**src/rtl/intc_pkg.sv**
```systemverilog
// Shared definitions for the multi-hart interrupt controller: register offsets,
// access FSM encoding and fixed read-back patterns.
package intc_pkg;

    localparam logic [7:0] OFF_ISR = 8'h00;
    localparam logic [7:0] OFF_IER = 8'h08;
    localparam logic [7:0] OFF_IAR = 8'h0C;
    localparam logic [7:0] OFF_SIE = 8'h10;
    localparam logic [7:0] OFF_CIE = 8'h14;
    localparam logic [7:0] OFF_IVR = 8'h18;
    localparam logic [7:0] OFF_MER = 8'h1C;
    localparam logic [7:0] OFF_ILR = 8'h24;

    localparam logic [31:0] IVR_NONE = 32'hFFFF_FFFF;
    localparam logic [31:0] BAD_READ = 32'hDEAD_BEAF;

    typedef enum logic [1:0] {IDLE, BUSY, DONE} state_t;

    // Registers banked per hart; an out-of-range hart index makes these inaccessible.
    function automatic logic is_per_hart(input logic [7:0] off);
        return (off == OFF_IER) || (off == OFF_SIE) || (off == OFF_CIE) ||
               (off == OFF_IVR) || (off == OFF_MER);
    endfunction

endpackage

```
**src/rtl/intc_if.sv**
```systemverilog
// Aquila device-port bundle: one strobe-started access, completed by a data_ready pulse.
interface intc_if #(
    parameter int ADDR_W = 32,
    parameter int DATA_W = 32
);
    logic                  strobe;
    logic [ADDR_W-1:0]     addr;
    logic                  rw;
    logic [DATA_W/8-1:0]   byte_enable;
    logic [DATA_W-1:0]     core2dev_data;
    logic                  data_ready;
    logic [DATA_W-1:0]     dev2core_data;

    modport master (
        output strobe, addr, rw, byte_enable, core2dev_data,
        input  data_ready, dev2core_data
    );

    modport slave (
        input  strobe, addr, rw, byte_enable, core2dev_data,
        output data_ready, dev2core_data
    );
endinterface

```
**src/rtl/intc_prio_enc.sv**
```systemverilog
// Combinational lowest-set-bit finder; idx is only meaningful when valid is high.
module intc_prio_enc #(
    parameter int N = 8
) (
    input  logic [N-1:0] vec,
    output logic         valid,
    output logic [4:0]   idx
);

    always_comb begin
        valid = |vec;
        idx   = '0;
        // Scan downward so the lowest set bit is the last one written.
        for (int i = N - 1; i >= 0; i--) begin
            if (vec[i]) idx = 5'(i);
        end
    end

endmodule

```
**src/rtl/intc_mp.sv**
```systemverilog
// Multi-hart interrupt controller: latched edge/level sources, per-hart enable and
// master enable, vector lookup, and a fixed-latency device-port access FSM.
module intc_mp
    import intc_pkg::*;
#(
    parameter int C_M_AXI_ADDR_WIDTH = 32,
    parameter int C_M_AXI_DATA_WIDTH = 32,
    parameter int NUM_OF_IRQS        = 8,
    parameter int NUM_OF_HARTS       = 2,
    parameter int AXI_LANTENCY       = 10
) (
    input  logic                    clk,
    input  logic                    rst_n,
    intc_if.slave                   M_DEVICE,
    input  logic [NUM_OF_IRQS-1:0]  intr,
    output logic [NUM_OF_HARTS-1:0] irq
);

    localparam int N = NUM_OF_IRQS;
    localparam int H = NUM_OF_HARTS;

    state_t      state, state_nx;
    logic [7:0]  cnt;
    logic [7:0]  off_q;
    logic [3:0]  h_q;
    logic        rw_q;
    logic [N-1:0] wd_q;
    logic        ready_q;
    logic [31:0] rdata_q;

    logic [N-1:0]         isr, ilr, intr_q;
    logic [H-1:0][N-1:0]  ier;
    logic [H-1:0]         mer;
    logic [H-1:0]         ivr_vld;
    logic [H-1:0][4:0]    ivr_idx;

    logic         wr_commit;
    logic         hart_ok;
    logic [N-1:0] iar_clr;
    logic [N-1:0] rise;
    logic [N-1:0] ier_h;
    logic         mer_h;
    logic         ivr_vld_h;
    logic [4:0]   ivr_idx_h;
    logic [31:0]  rdata;

    // Only full-word accesses at offsets within the low 12 address bits are decoded.
    logic unused;
    assign unused = ^{M_DEVICE.byte_enable, M_DEVICE.addr, M_DEVICE.core2dev_data};

    function automatic logic [31:0] ext(input logic [N-1:0] v);
        ext = '0;
        ext[N-1:0] = v;
    endfunction

    assign M_DEVICE.data_ready    = ready_q;
    assign M_DEVICE.dev2core_data = rdata_q;

    always_comb begin
        state_nx = state;
        case (state)
            IDLE:    if (M_DEVICE.strobe) state_nx = BUSY;
            BUSY:    if (cnt == 8'(AXI_LANTENCY - 1)) state_nx = DONE;
            DONE:    state_nx = IDLE;
            default: state_nx = IDLE;
        endcase
    end

    always_ff @(posedge clk) begin
        if (!rst_n) begin
            state   <= IDLE;
            cnt     <= '0;
            off_q   <= '0;
            h_q     <= '0;
            rw_q    <= 1'b0;
            wd_q    <= '0;
            ready_q <= 1'b0;
            rdata_q <= '0;
        end else begin
            state   <= state_nx;
            cnt     <= (state == BUSY) ? cnt + 8'd1 : 8'd0;
            ready_q <= (state == DONE);
            if (state == IDLE && M_DEVICE.strobe) begin
                off_q <= M_DEVICE.addr[7:0];
                h_q   <= M_DEVICE.addr[11:8];
                rw_q  <= M_DEVICE.rw;
                wd_q  <= M_DEVICE.core2dev_data[N-1:0];
            end
            if (state == DONE && !rw_q) rdata_q <= rdata;
        end
    end

    for (genvar g = 0; g < H; g++) begin : g_enc
        intc_prio_enc #(.N(N)) u_enc (
            .vec   (isr & ier[g]),
            .valid (ivr_vld[g]),
            .idx   (ivr_idx[g])
        );
    end

    always_comb begin
        hart_ok   = int'(h_q) < H;
        ier_h     = '0;
        mer_h     = 1'b0;
        ivr_vld_h = 1'b0;
        ivr_idx_h = '0;
        for (int g = 0; g < H; g++) begin
            if (h_q == 4'(g)) begin
                ier_h     = ier[g];
                mer_h     = mer[g];
                ivr_vld_h = ivr_vld[g];
                ivr_idx_h = ivr_idx[g];
            end
        end
        case (off_q)
            OFF_ISR:                   rdata = ext(isr);
            OFF_IER:                   rdata = ext(ier_h);
            OFF_IAR, OFF_SIE, OFF_CIE: rdata = '0;
            OFF_IVR:                   rdata = ivr_vld_h ? {27'd0, ivr_idx_h} : IVR_NONE;
            OFF_MER:                   rdata = {31'd0, mer_h};
            OFF_ILR:                   rdata = ext(ilr);
            default:                   rdata = BAD_READ;
        endcase
        if (is_per_hart(off_q) && !hart_ok) rdata = BAD_READ;
    end

    assign wr_commit = (state == DONE) && rw_q;
    assign iar_clr   = (wr_commit && off_q == OFF_IAR) ? wd_q : '0;
    assign rise      = intr & ~intr_q;

    always_ff @(posedge clk) begin
        if (!rst_n) begin
            isr    <= '0;
            ilr    <= '0;
            intr_q <= '0;
            ier    <= '0;
            mer    <= '0;
            irq    <= '0;
        end else begin
            intr_q <= intr;
            // Edge bits: a new rising edge beats a same-cycle clear. Level bits track intr.
            isr    <= (ilr & ((isr & ~iar_clr) | rise)) | (~ilr & intr);
            if (wr_commit && off_q == OFF_ILR) ilr <= wd_q;
            for (int g = 0; g < H; g++) begin
                if (wr_commit && h_q == 4'(g)) begin
                    if (off_q == OFF_IER) ier[g] <= wd_q;
                    if (off_q == OFF_SIE) ier[g] <= ier[g] | wd_q;
                    if (off_q == OFF_CIE) ier[g] <= ier[g] & ~wd_q;
                    if (off_q == OFF_MER) mer[g] <= wd_q[0];
                end
                irq[g] <= mer[g] & |(isr & ier[g]);
            end
        end
    end

endmodule

```
**src/flat_wrapper.sv**
```systemverilog
// flat-port wrapper written by rule: the top's interface ports become plain ports
module intc_mp_flat import intc_pkg::*;
#(
    parameter int C_M_AXI_ADDR_WIDTH = 32,
    parameter int C_M_AXI_DATA_WIDTH = 32,
    parameter int NUM_OF_IRQS        = 8,
    parameter int NUM_OF_HARTS       = 2,
    parameter int AXI_LANTENCY       = 10
)
  (clk, rst_n, intr, irq, M_DEVICE_strobe, M_DEVICE_addr, M_DEVICE_rw, M_DEVICE_byte_enable, M_DEVICE_core2dev_data, M_DEVICE_data_ready, M_DEVICE_dev2core_data);
  intc_if #(.ADDR_W(32), .DATA_W(32)) M_DEVICE_i ();
  input  logic clk;
  input  logic rst_n;
  input  logic [NUM_OF_IRQS-1:0] intr;
  output logic [NUM_OF_HARTS-1:0] irq;
  input wire logic [$bits(M_DEVICE_i.strobe)-1:0] M_DEVICE_strobe;
  input wire logic [$bits(M_DEVICE_i.addr)-1:0] M_DEVICE_addr;
  input wire logic [$bits(M_DEVICE_i.rw)-1:0] M_DEVICE_rw;
  input wire logic [$bits(M_DEVICE_i.byte_enable)-1:0] M_DEVICE_byte_enable;
  input wire logic [$bits(M_DEVICE_i.core2dev_data)-1:0] M_DEVICE_core2dev_data;
  output wire logic [$bits(M_DEVICE_i.data_ready)-1:0] M_DEVICE_data_ready;
  output wire logic [$bits(M_DEVICE_i.dev2core_data)-1:0] M_DEVICE_dev2core_data;
  assign M_DEVICE_i.strobe = M_DEVICE_strobe;
  assign M_DEVICE_i.addr = M_DEVICE_addr;
  assign M_DEVICE_i.rw = M_DEVICE_rw;
  assign M_DEVICE_i.byte_enable = M_DEVICE_byte_enable;
  assign M_DEVICE_i.core2dev_data = M_DEVICE_core2dev_data;
  assign M_DEVICE_data_ready = M_DEVICE_i.data_ready;
  assign M_DEVICE_dev2core_data = M_DEVICE_i.dev2core_data;
  intc_mp #(.C_M_AXI_ADDR_WIDTH(C_M_AXI_ADDR_WIDTH), .C_M_AXI_DATA_WIDTH(C_M_AXI_DATA_WIDTH), .NUM_OF_IRQS(NUM_OF_IRQS), .NUM_OF_HARTS(NUM_OF_HARTS), .AXI_LANTENCY(AXI_LANTENCY)) u_core (.clk(clk), .rst_n(rst_n), .M_DEVICE(M_DEVICE_i), .intr(intr), .irq(irq));
endmodule
```
**config.mk**
```make
export PLATFORM = sky130hd
export DESIGN_NAME = intc_mp_flat
export DESIGN_NICKNAME = d
export VERILOG_FILES = /design/src/rtl/intc_pkg.sv /design/src/rtl/intc_if.sv /design/src/rtl/intc_prio_enc.sv /design/src/rtl/intc_mp.sv /design/src/flat_wrapper.sv
export SDC_FILE = /design/constraint.sdc
export NUM_CORES = 1
export LEC_CHECK = 0
export CORE_MARGIN = 1
export CORE_UTILIZATION = 45
export CTS_CLUSTER_SIZE = 25
export DETAILED_ROUTE_END_ITERATION = 8
export PLACE_DENSITY = 0.85
export SLEW_MARGIN = 20
export SYNTH_ARGS = -nofsm -noshare
export SYNTH_HDL_FRONTEND = slang
export SYNTH_HIERARCHICAL = 1
export SYNTH_SLANG_ARGS = --single-unit
```
**constraint.sdc**
```tcl
create_clock -name clk -period 4.4 [get_ports clk]
set_clock_uncertainty 0.15 [all_clocks]
set_input_delay 0.88 -clock clk [delete_from_list [all_inputs] [get_ports clk]]
set_output_delay 0.88 -clock clk [all_outputs]
set_load 0.005 [all_outputs]
```
==> run metrics, run 1 <==
first-pass GRT wire length 17.47 mm; WP data required 4.56 ns; final setup vio count 0; Sequential Area 1722 um^2; antenna violations before repair 0; Top delay family on crit path simple AND/OR/NAND/NOR gates; Starting Density 0.4631; Routed WL 10.38 mm; CTS Root Cell clkbuf_8; Synth Instances 492; synthesized area between 4000 and 5000 um^2; Post-CTS Setup Bufs 0; Synth Area per Inst between 8 and 9 um^2; Hold Fails Final Rpt 0; Die X 99.29 um; std cell rows 35; Pwr Density 302.4 nW/um^2; antenna-violating nets left 0; most frequent cell after synthesis dfxtp_1; critical path fanouts, max 17; die area 9858 um^2; worst path cell trace or4b_4, o32ai_4, nand3_4, nor2_4, a32o_1; Worst-Skew Late Latency 0.37 ns; Slew HR 0.4304; placed wire-length estimate between 7 and 8 mm; # DRC 2; # fillers 837; register area share after synthesis 0.4042; Yosys top cell area share 0.4042; Least-Margin Pin Slew 0.8532 ns; CP endpoint kind flip-flop; Async SR Flop Fraction 0; number of enable flip-flop cells after synthesis 0; drt via density slightly below 6; Core Footprint 9196 um^2; Buf/Inv on CP 0; Hold-fix buffers, CTS 0; post-route cell area about 5000 um^2; Pleak 1.790 nW; final setup TNS 0 ns; TritonCTS Buffers 9; Post-Place Cell Area roughly 4800 um^2; Max Transition Viols Final 0; CP Data Arrival Time 2.83 ns; largest net degree at the start of global routing 38; worst setup path category flip-flop to flip-flop; Hold Path Cell Cnt 2; Clock Path Buffers 2; total number of H-tree levels 3; routability cong. about 0.98; vias in the first global route 3556; fraction of layout cells with a size suffix above 1 0.07970; max frequency 0.3741 GHz; total of max-cap violations 0; Worst VDD drop approximately 0.14 mV; post-synth cell types 60; dominant cells by area after synthesis dfxtp_1 40%, nand2_1 5.2%, a21oi_1 4.8%, buf_4 4.6%, a32o_1 3.8%; routed length per instance 16.27 um; failing checks DRC; hold crit path type flip-flop to flip-flop; Detailed Routing Iterations Pass 1 7; I/O Buffers 66; Seq cells post-synth 86; cell taking the most area after synthesis dfxtp_1; Multi-input gate area 2216 um^2; NumNets Final 604; Min Clock Period, post-route 2.673 ns; clk sinks 86; GRT Overall Usage 0.2264; Top FF cell, synth dfxtp_1; critical path depth 5; drt initial violations 276; worst reg2reg path depth 5; Die Y-Extent 99.29 um; GR Overflow Total 0; unrepaired setup endpoints after global routing false; I/O pins 115; Clock transition at path regs 0.09 ns; Post-synth top cells 86 x dfxtp_1, 59 x nand2_1, 41 x a21oi_1, 35 x nor2_1, 27 x nand3_1; status finished with violations; via count 3729; total number of yosys warnings 6; diode count 0; Resize count post-CTS 0; Critical Path Max Stage Delay 0.77 ns; slowest CP cell dfxtp_1; Setup crit start kind flip-flop; CTS tree built; Final period util 0.6074; area delta synth->final 16.66%
[report_power, final]
group	internal (mW)	leakage, nW	switching [mW]
clock network	0.220	0.0918	0.317
logic	0.0603	0.997	0.0764
registers	0.799	0.701	0.0305
total	1.08	1.79	0.424
[sequential cells by signal, indices dropped and copies added (netlist names), 4 cells and up]
signal                         cells
u_core/cnt                         8
u_core/intr_q                      8
u_core/h_q                         4
u_core/ier                        16
u_core/isr                         8
u_core/M_DEVICE.dev2core_data     10
u_core/off_q                       8
u_core/wd_q                        8
u_core/ilr                         8
[metal layers]
layer  GRT usage  vias up  wire length, um
met2      0.3819      149             4967
met5           0        -                0
met4     0.09729        0              165
met1      0.2899     1760             4492
li1            -     1803                -
met3     0.03162       17              754
[path summary, 6_finish.rpt]
check | start | endpoint | slack (ns)
setup / recovery | u_core/off_q[3] | u_core/ier[13] | 1.73
hold / removal | u_core/intr_q[2] | u_core/isr[2] | 0.33
setup reg to reg | u_core/off_q[3] | u_core/ier[13] | 1.73
hold reg to reg | u_core/intr_q[2] | u_core/isr[2] | 0.33
[placed cells by master, fill, tap and decap left out, types with 3 or more instances in the layout]
| cell type | instances |
|---|---|
| nand3b_1 | 8 |
| nand2_1 | 59 |
| and2_1 | 25 |
| inv_8 | 3 |
| or3_1 | 3 |
| mux2i_1 | 13 |
| or4_1 | 10 |
| xor2_1 | 5 |
| dfxtp_1 | 86 |
| a21oi_1 | 41 |
| a22oi_1 | 3 |
| nor3_1 | 4 |
| a21o_1 | 8 |
| nand3_1 | 27 |
| a32o_1 | 16 |
| or2_2 | 3 |
| nor4_1 | 4 |
| mux2_2 | 7 |
| a222oi_1 | 6 |
| and3_1 | 3 |
| a31oi_1 | 6 |
| conb_1 | 4 |
| o21ai_0 | 12 |
| clkdlybuf4s50_1 | 66 |
| o22ai_1 | 4 |
| nor2_1 | 35 |
| inv_1 | 6 |
| nor2b_1 | 5 |
| clkbuf_8 | 9 |
[final cells by class]
class	count	area share
inverter	7	0.005288
timing repair buffer	68	0.1360
clock inverter	7	0.01335
sequential	86	0.3465
multi-input combinational	350	0.4460
clock buffer	9	0.02493
tap	111	0.02795
[tightest hold or removal path, stage by stage (launching register included)]
cell     delay (ns)
dfxtp_1        0.30
nand2_1        0.05
a21o_1         0.10
[cells by family (layout without fill, tap and decap cells)]
| logic type | count (synthesis) | count (layout) | share of synthesized area |
|---|---|---|---|
| simple gates | 209 | 209 | 0.2700 |
| compound gates | 108 | 108 | 0.1763 |
| flops | 86 | 86 | 0.4042 |
| buf+inv | 58 | 91 | 0.07843 |
| mux | 20 | 20 | 0.04906 |
| xor+xnor | 7 | 7 | 0.01440 |
| fa+ha+maj | 2 | 2 | 0.005875 |
| other cells | 2 | 4 | 0.001763 |
[stage by stage]
step                      power (mW)  hold slack [ns]  std cells  worst slack, ns  utilization
after floorplan               0.9311           0.2709        494            2.347            -
after global routing           1.561           0.3446        638            1.600       0.5403
after global placement        0.9785           0.3008        622            1.668       0.5190
final                          1.502           0.3261        638            1.727       0.5403
after CTS                      1.511           0.3301        638            1.745       0.5397
after detailed placement      0.9826           0.3098        622            1.619       0.5190
No activity file was read; power rests on OpenSTA's default activity.
==> inputs of run 2 (changes only) <==
==> constraint.sdc (replaced) <==
create_clock -name clk -period 2.8 [get_ports clk]
set_clock_uncertainty 0.15 [all_clocks]
set_input_delay 0.56 -clock clk [delete_from_list [all_inputs] [get_ports clk]]
set_output_delay 0.56 -clock clk [all_outputs]
set_load 0.005 [all_outputs]
==> run 2 against run 1 <==
Effect of this change:
- the run now ends clean
- worst hold slack worse by 0.0036 ns
- sequential power increased by 57%
- core utilization increased by 1.2 points
- first-iteration DRC count grew 42%
- critical endpoint is now u_core/M_DEVICE.dev2core_data[4]
==> run metrics, run 2 (synthesis results as in run 1) <==
status finished clean (was finished with violations); Max Transition Viols Final 0 (unchanged); Die X 99.29 um (unchanged); Layout Utilization 0.5527 (was 0.5403); max frequency 0.4009 GHz (was 0.3741 GHz); logic gate share of total power 0.092 (was 0.091); post-layout worst setup margin 0.3055 ns (was 1.727 ns); routed length per instance 17.00 um (was 16.27 um); I/O Buffers 66 (unchanged); Post-CTS Setup Bufs 0 (unchanged); CTS tree built (unchanged); Clk network pwr share 0.396 (was 0.357); largest net degree at the start of global routing 37 (was 38); total number of H-tree levels 3 (unchanged); Slew HR 0.4096 (was 0.4304); Hold Path Cell Cnt 2 (unchanged); WP data required 2.94 ns (was 4.56 ns); Pwr Density 499.5 nW/um^2 (was 302.4 nW/um^2); TritonCTS Buffers 9 (unchanged); Multi-input gate area 2211 um^2 (was 2216 um^2); first-pass GRT wire length 17.80 mm (was 17.47 mm); Core Footprint 9196 um^2 (unchanged); CTS Root Cell clkbuf_8 (unchanged); most flop-heavy register u_core/ier (unchanged); Int Pwr 1.877 mW (was 1.079 mW); worst setup path category flip-flop to flip-flop (unchanged); Psw 0.6614 mW (was 0.4237 mW); leading cell type in the layout, fill and taps excluded dfxtp_1 (unchanged); GRT Overall Usage 0.2324 (was 0.2264); Setup crit start kind flip-flop (unchanged); Hold Fails Final Rpt 0 (unchanged); antenna violations before repair 0 (unchanged); Detailed Routing Iterations Pass 1 5 (was 7); CP endpoint kind flip-flop (unchanged); clk sinks 86 (unchanged); R2R Path Start u_core/off_q[5] (was u_core/off_q[3]); Pleak 1.860 nW (was 1.790 nW); vias in the first global route 3679 (was 3556); CP Data Arrival Time 2.63 ns (was 2.83 ns); Clock transition at path regs 0.10 ns (was 0.09 ns); most frequent cells in the layout 86 x dfxtp_1, 66 x clkdlybuf4s50_1, 59 x nand2_1 (unchanged); Net Sw Frac 0.2605 (was 0.2820); Worst-Skew Late Latency 0.37 ns (about the same); hold crit path type flip-flop to flip-flop (unchanged); unrepaired setup endpoints after global routing false (unchanged); Flop pwr share 0.512 (was 0.552); overall power 2.538 mW (was 1.502 mW); final setup TNS 0 ns (unchanged); critical path startpoint u_core/off_q[5] (was u_core/off_q[3]); Largest register FFs 16 (unchanged); fraction of layout cells with a size suffix above 1 0.09328 (was 0.07970); Least-Margin Pin Slew 0.8845 ns (was 0.8532 ns); Clock Path Buffers 2 (unchanged); critical path fanouts, max 8 (was 17); total of max-cap violations 0 (unchanged); drt initial violations 393 (was 276); antenna-violating nets left 0 (unchanged); Final period util 0.8909 (was 0.6074); NumNets Final 613 (was 604); Routed WL 11.00 mm (was 10.38 mm); dpl ws 0.4138 ns (was 1.619 ns); diode count 0 (unchanged); die area 9858 um^2 (unchanged); I/O pins 115 (unchanged); Hold-fix buffers, CTS 0 (unchanged); Hold Crit Start u_core/h_q[1] (was u_core/intr_q[2]); via count 3842 (was 3729); # fillers 826 (was 837); area delta synth->final 19.33% (was 16.66%); final setup vio count 0 (unchanged); Worst VDD drop 0.2736 mV (was 0.1405 mV); worst reg2reg path depth 5 (unchanged); std cell rows 35 (unchanged); placed wire-length estimate 7.837 mm (was 7.553 mm); Die Y-Extent 99.29 um (unchanged); GR Overflow Total 0 (unchanged); routability cong. 0.9522 (was 0.9773); Starting Density 0.4631 (unchanged); Resize count post-CTS 0 (unchanged); drt via density 5.938 (was 5.845); Sequential Area 1722 um^2 (unchanged); Min Clock Period, post-route 2.494 ns (was 2.673 ns); # DRC 0 (was 2)
run 2: cell count changes in the layout (fill, tap and decap cells not counted), sizes merged:
cell,previous run,this run
inv,10,9
clkinvlp,2,0
bufinv,0,2
buf,2,11
clkinv,2,3
run 2: cell type report:
class	instances	area share
Clock buffer	9	0.02437
Clock inverter	7	0.02068
Inverter	7	0.005170
Multi-Input combinational cell	350	0.4350
Sequential cell	86	0.3387
Tap cell	111	0.02733
Timing Repair Buffer	77	0.1487
run 2: per-stage QoR:
step / area [um^2] / instances / hold WS (ns)
final: 5082 / 647 / 0.3225
after global routing: 5082 / 647 / 0.3510
after CTS: 5082 / 647 / 0.3242
after detailed placement: 4853 / 631 / 0.3104
after global placement: 4853 / 631 / 0.3018
after floorplan: 4267 / 494 / 0.2709
run 2: path summary, 6_finish.rpt:
path / slack [ns] / to
min reg2reg: 0.32 / u_core/h_q[1]
max: 0.31 / u_core/M_DEVICE.dev2core_data[4]
min: 0.32 / u_core/h_q[1]
max reg2reg: 0.31 / u_core/M_DEVICE.dev2core_data[4]
run 2: routing by layer:
metal,up-vias,wire length (um),part of all wire,global-route usage
li1,1827,-,-,-
met4,0,250,0.023,0.1154
met3,24,890,0.081,0.04427
met1,1796,4509,0.41,0.2872
met2,195,5346,0.49,0.3884
met5,-,0,0,0
run 2: power groups by stage:
stage	clock [mW]	sequential [mW]	combinational, mW
final	1.00	1.30	0.233
after detailed placement	0	1.33	0.228
after global routing	1.07	1.31	0.252
after global placement	0	1.32	0.224
after floorplan	0	1.31	0.157
after CTS	1.01	1.30	0.230
run 2: critical path: stages, from the launching register on:
cell and delay, ns:
dfxtp_1 0.38, or4_1 0.75, nor4_4 0.56, a22o_1 0.26
a2111oi_0 0.09, nor3_1 0.23
